$ cat src/rtl/mem_arbiter.sv
// rtl/mem_arbiter.sv - byte-wide RAM/IO port arbiter between icache and dcache
//
// Purpose: grants the single 8-bit RAM/IO port to one requester per cycle.
// The dcache has fixed priority over the icache. One registered acknowledge
// follows every issued byte, so both caches can stream back-to-back.
//
// Ports:
//   clk, rst          clock; asynchronous active-low reset
//   ic_get_en/ic_addr icache byte read request
//   ic_out_en         ack for the icache byte issued last cycle
//   ic_content        read byte to icache (valid with ic_out_en)
//   dc_get_en, dc_write_mode, dc_addr, dc_data
//                     dcache byte read/write request
//   dc_out_en         ack for the dcache byte issued last cycle
//   dc_content        read byte to dcache (valid with dc_out_en)
//   io_buffer_full    IO write buffer cannot accept a write
//   ram_a/ram_wr/ram_dout/ram_din
//                     RAM/IO port; ram_din is valid the cycle after ram_a

module mem_arbiter #(
  parameter int ADDR_W = 18
) (
  input  logic              clk,
  input  logic              rst,
  input  logic              ic_get_en,
  input  logic [ADDR_W-1:0] ic_addr,
  output logic              ic_out_en,
  output logic [7:0]        ic_content,
  input  logic              dc_get_en,
  input  logic              dc_write_mode,
  input  logic [ADDR_W-1:0] dc_addr,
  input  logic [7:0]        dc_data,
  output logic              dc_out_en,
  output logic [7:0]        dc_content,
  input  logic              io_buffer_full,
  output logic [ADDR_W-1:0] ram_a,
  output logic              ram_wr,
  output logic [7:0]        ram_dout,
  input  logic [7:0]        ram_din
);

  typedef enum logic [1:0] {
    OWN_NONE = 2'd0,
    OWN_IC   = 2'd1,
    OWN_DC   = 2'd2
  } owner_t;

  owner_t pending;
  owner_t pending_next;

  logic io_sel;
  logic io_stall;
  logic issue_dc;
  logic issue_ic;

  // The issue decision depends only on the request inputs and reset, never on
  // the acks, because requesters move their address off *_out_en.
  always_comb begin
    io_sel   = (dc_addr[ADDR_W-1 -: 2] == 2'b11);
    io_stall = dc_get_en & dc_write_mode & io_sel & io_buffer_full;
    issue_dc = rst & dc_get_en & ~io_stall;
    // Any dcache request blocks the icache, including a stalled IO write,
    // so the port stays reserved until the IO buffer drains.
    issue_ic = rst & ~dc_get_en & ic_get_en;
  end

  always_ff @(posedge clk or negedge rst) begin
    if (!rst) begin
      pending <= OWN_NONE;
    end else begin
      pending <= pending_next;
    end
  end

  always_comb begin
    pending_next = OWN_NONE;
    ram_a        = '0;
    ram_wr       = 1'b0;
    ram_dout     = 8'h00;
    if (issue_dc) begin
      pending_next = OWN_DC;
      ram_a        = dc_addr;
      ram_wr       = dc_write_mode;
      ram_dout     = dc_write_mode ? dc_data : 8'h00;
    end else if (issue_ic) begin
      pending_next = OWN_IC;
      ram_a        = ic_addr;
    end
  end

  // Acks decode the registered owner; read data passes straight from ram_din.
  always_comb begin
    ic_out_en  = (pending == OWN_IC);
    dc_out_en  = (pending == OWN_DC);
    ic_content = (pending == OWN_IC) ? ram_din : 8'h00;
    dc_content = (pending == OWN_DC) ? ram_din : 8'h00;
  end

endmodule
$ cat config.mk
export PLATFORM = sky130hd
export DESIGN_NAME = mem_arbiter
export DESIGN_NICKNAME = d
export VERILOG_FILES = /design/src/rtl/mem_arbiter.sv
export SDC_FILE = /design/constraint.sdc
export NUM_CORES = 1
export LEC_CHECK = 0
export CAP_MARGIN = 20
export CELL_PAD_IN_SITES_DETAIL_PLACEMENT = 1
export CELL_PAD_IN_SITES_GLOBAL_PLACEMENT = 1
export CORE_MARGIN = 5
export CORE_UTILIZATION = 10
export CTS_CLUSTER_DIAMETER = 200
export CTS_CLUSTER_SIZE = 24
export DETAILED_ROUTE_END_ITERATION = 8
export MAX_ROUTING_LAYER = met4
export PLACE_DENSITY = 0.76
export SLEW_MARGIN = 15
export SYNTH_ARGS = -nofsm -noshare
export SYNTH_HDL_FRONTEND = slang
export SYNTH_SLANG_ARGS = --single-unit
export TNS_END_PERCENT = 100
$ cat constraint.sdc
create_clock -name clk -period 1.1 [get_ports clk]
set_input_delay 0.11 -clock clk [delete_from_list [all_inputs] [get_ports clk]]
set_output_delay 0.11 -clock clk [all_outputs]
set_load 0.01 [all_outputs]
==> reports/results.tsv <==
stage	metric	value	unit
worst_hold_path	worstHoldPathType	in -> reg	
global_routing	grt-busiest-layer	met2	
power_and_ir_drop	swShare	0.273	
routing	route.detailed.drc	0	
synthesis	synth_cells	63	
global_routing	grt_pass1_vias	1144	
run	maxCapViolCount	0	
power_and_ir_drop	power_frac_comb	0.605	
power_and_ir_drop	p_int	0.000698	W
outcome	failed_checks	negative setup slack	
synthesis	synth_top_family_by_area	simple AND/OR/NAND/NOR gates	
global_routing	antenna_found_initial	0	
power_and_ir_drop	cellPowerDensity	515	nW/um2
synthesis	synth_nets	121	
clock_tree	clock_tree.buffer_depth	2	
sta	worstMarginPinSlew	0.161	ns
clock_tree	cts_tree	built	
placement	pre_cts_ws	-0.860	ns
sta	maxSlewHeadroom	0.892	
routing	drt-wirelength-per-cell	17.5	um
synthesis	synthSimpleGateAreaFrac	0.459	
floorplanning	ios	103	
synthesis	ys_seq_area_frac	0.0957	
finish	area_growth	256	%
power_and_ir_drop	p_leak	0.840	nW
finish	fin_nets	241	
global_routing	overflow	0	
routing	vias_per_cell	4.18	
synthesis	synth_fa_ha_area_frac	0	
finish	drive_gt1_frac	0.519	
floorplanning	core_area	5110	um2
finish	num_antenna_cells	0	
sta	fin_setup_tns	-2.91	ns
sta	period_needed	1.27	ns
placement	portBuffers	102	
sta	slew_viol_final	0	
floorplanning	initial_utilization	0.102	
sta	hold_ws	0.369	ns
routing	first_iter_violations	19	
finish	layout_common_cells	50 x clkdlybuf4s50_1, 30 x buf_2, 20 x buf_6, 17 x a32o_1	
global_routing	track_usage	0.126	
synthesis	synth-warning-count	0	
worst_setup_path	crit_path_end_kind	output pin	
global_routing	grt_start_max_net_pins	20	
routing	antenna_left	0	
power_and_ir_drop	switchingPower	0.000262	W
finish	utilization	0.365	
power_and_ir_drop	vdd_drop_max	221	uV
global_routing	met1_usage	0.130	
sta	hold_viol	0	
sta	setup_viol	31	
synthesis	yosysUniqueCellTypes	14	
synthesis	syn-cell-area	523	um2
power_and_ir_drop	sequentialPowerShare	0.090	
outcome	outcome	finished, violations left	
floorplanning	rows	26	
worst_setup_path	cp.arrival	1.16	ns
global_routing	grt_use_met2	0.217	
placement	finalWeightedCongestion	0.688	
finish	largest_reg_flops	2	
finish	nFillCells	601	
synthesis	muxShareOfSynthArea	0	
finish	regMostFlops	pending	
worst_setup_path	crit_required	0.99	ns
worst_setup_path	path_class	reg -> out	
sta	period_share	1.16	
clock_tree	clk_pin_slew	0.03	ns
routing	routed_wl	4400	um
synthesis	synth-compound-area-share	0.344	
floorplanning	die_area	6780	um2
placement	dp_hpwl	2930	um
routing	drtPass1Iterations	3	
global_routing	grt_pass1_wl	6090	um
finish	reg_top3	pending: 2 flops	
clock_tree	cts_htree_levels	1	
sta	setup_slack	-0.172	ns
routing	vias	1050	
sta	rsz0062_at_grt	yes	
floorplanning	die_y	82.3	um
worst_setup_path	path_max_fanout	5	
sta	fmax	786	MHz
power_and_ir_drop	clkPwrFrac	0.305	
global_routing	use_met3	0.0369	
finish	final_common_cell	clkdlybuf4s50_1	
worst_setup_path	start_kind	flip-flop	
floorplanning	fp.dieW	82.3	um
clock_tree	cts_buffers	3	
synthesis	synth-xor-area-share	0	
clock_tree	cts_root_buffer	clkbuf_8	
synthesis	ys_ff_latch	2	
clock_tree	cts_num_sinks	2	
synthesis	syn_area_per_cell	8.30	um2
## per-layer routing
| metal | share of wire | wire [um] | vias to the layer above |
|---|---|---|---|
| li1 | - | - | 490 |
| met2 | 0.50 | 2210 | 75 |
| met1 | 0.36 | 1570 | 475 |
| met5 | 0 | 0 | - |
| met4 | 0.027 | 120 | 0 |
| met3 | 0.11 | 500 | 10 |
## what timing repair did
action                                 CTS  global route
setup buffers                            4             4
setup endpoints to repair               46            37
hold buffers                             1             0
pin swaps                               10            16
endpoints found under the hold margin    2             0
gates cloned                             7             0
resized for setup                      234            29
## cells by family after synthesis
group | Yosys count
AOI/OAI and AO/OA | 18
buffers and inverters | 8
DFF | 2
and+or+nand+nor | 35
## through the flow
step / instances / total power, W / cell area [um2]
after floorplan: 63 / 0.000228 / 523
after global placement: 236 / 0.000621 / 1670
after detailed placement: 236 / 0.000626 / 1670
after CTS: 249 / 0.000950 / 1810
after global routing: 251 / 0.00102 / 1860
final: 251 / 0.000960 / 1860
## power by group through the flow
stage	Clock (W)	Combinational (W)	Sequential [W]
final	0.000293	0.000581	0.0000864
after detailed placement	0	0.000546	0.0000798
after global placement	0	0.000541	0.0000795
after floorplan	0	0.000148	0.0000794
after global routing	0.000311	0.000623	0.0000873
after CTS	0.000302	0.000564	0.0000844
## synth_stat cells
cell type | instances | area [um2]
a32o_1 | 18 | 180
and2_1 | 18 | 113
nor3b_1 | 8 | 60.1
buf_2 | 3 | 15.0
nand3_1 | 3 | 15.0
buf_6 | 2 | 22.5
clkbuf_1 | 2 | 7.51
dfrtp_1 | 2 | 50.1
nor2b_1 | 2 | 12.5
and3_1 | 1 | 6.26
and3b_1 | 1 | 8.76
buf_4 | 1 | 7.51
nand4_4 | 1 | 21.3
nor2_1 | 1 | 3.75
## critical path: stages (launching register included)
cell and delay, ns:
dfrtp_2 0.43, nor2b_4 0.23, and2_1 0.15, buf_2 0.13
## worst paths after layout
check | cells after the start | endpoint | slack, ns | from
max | 3 | dc_content[6] | -0.17 | pending[1]
min | 4 | pending[1] | 0.37 | dc_addr[17]
max in group asynchronous | 4 | pending[1] | 0.61 | rst
min in group asynchronous | 4 | pending[0] | 0.39 | rst
## cell type report
| type | count | area (um2) | area share |
|---|---|---|---|
| clock buffer | 3 | 41.3 | 0.0221 |
| multi-input combinational | 55 | 508 | 0.272 |
| tap | 70 | 87.6 | 0.0470 |
| sequential | 2 | 52.6 | 0.0282 |
| timing repair buffer | 121 | 1170 | 0.630 |
(Power assumes the default switching activity.)
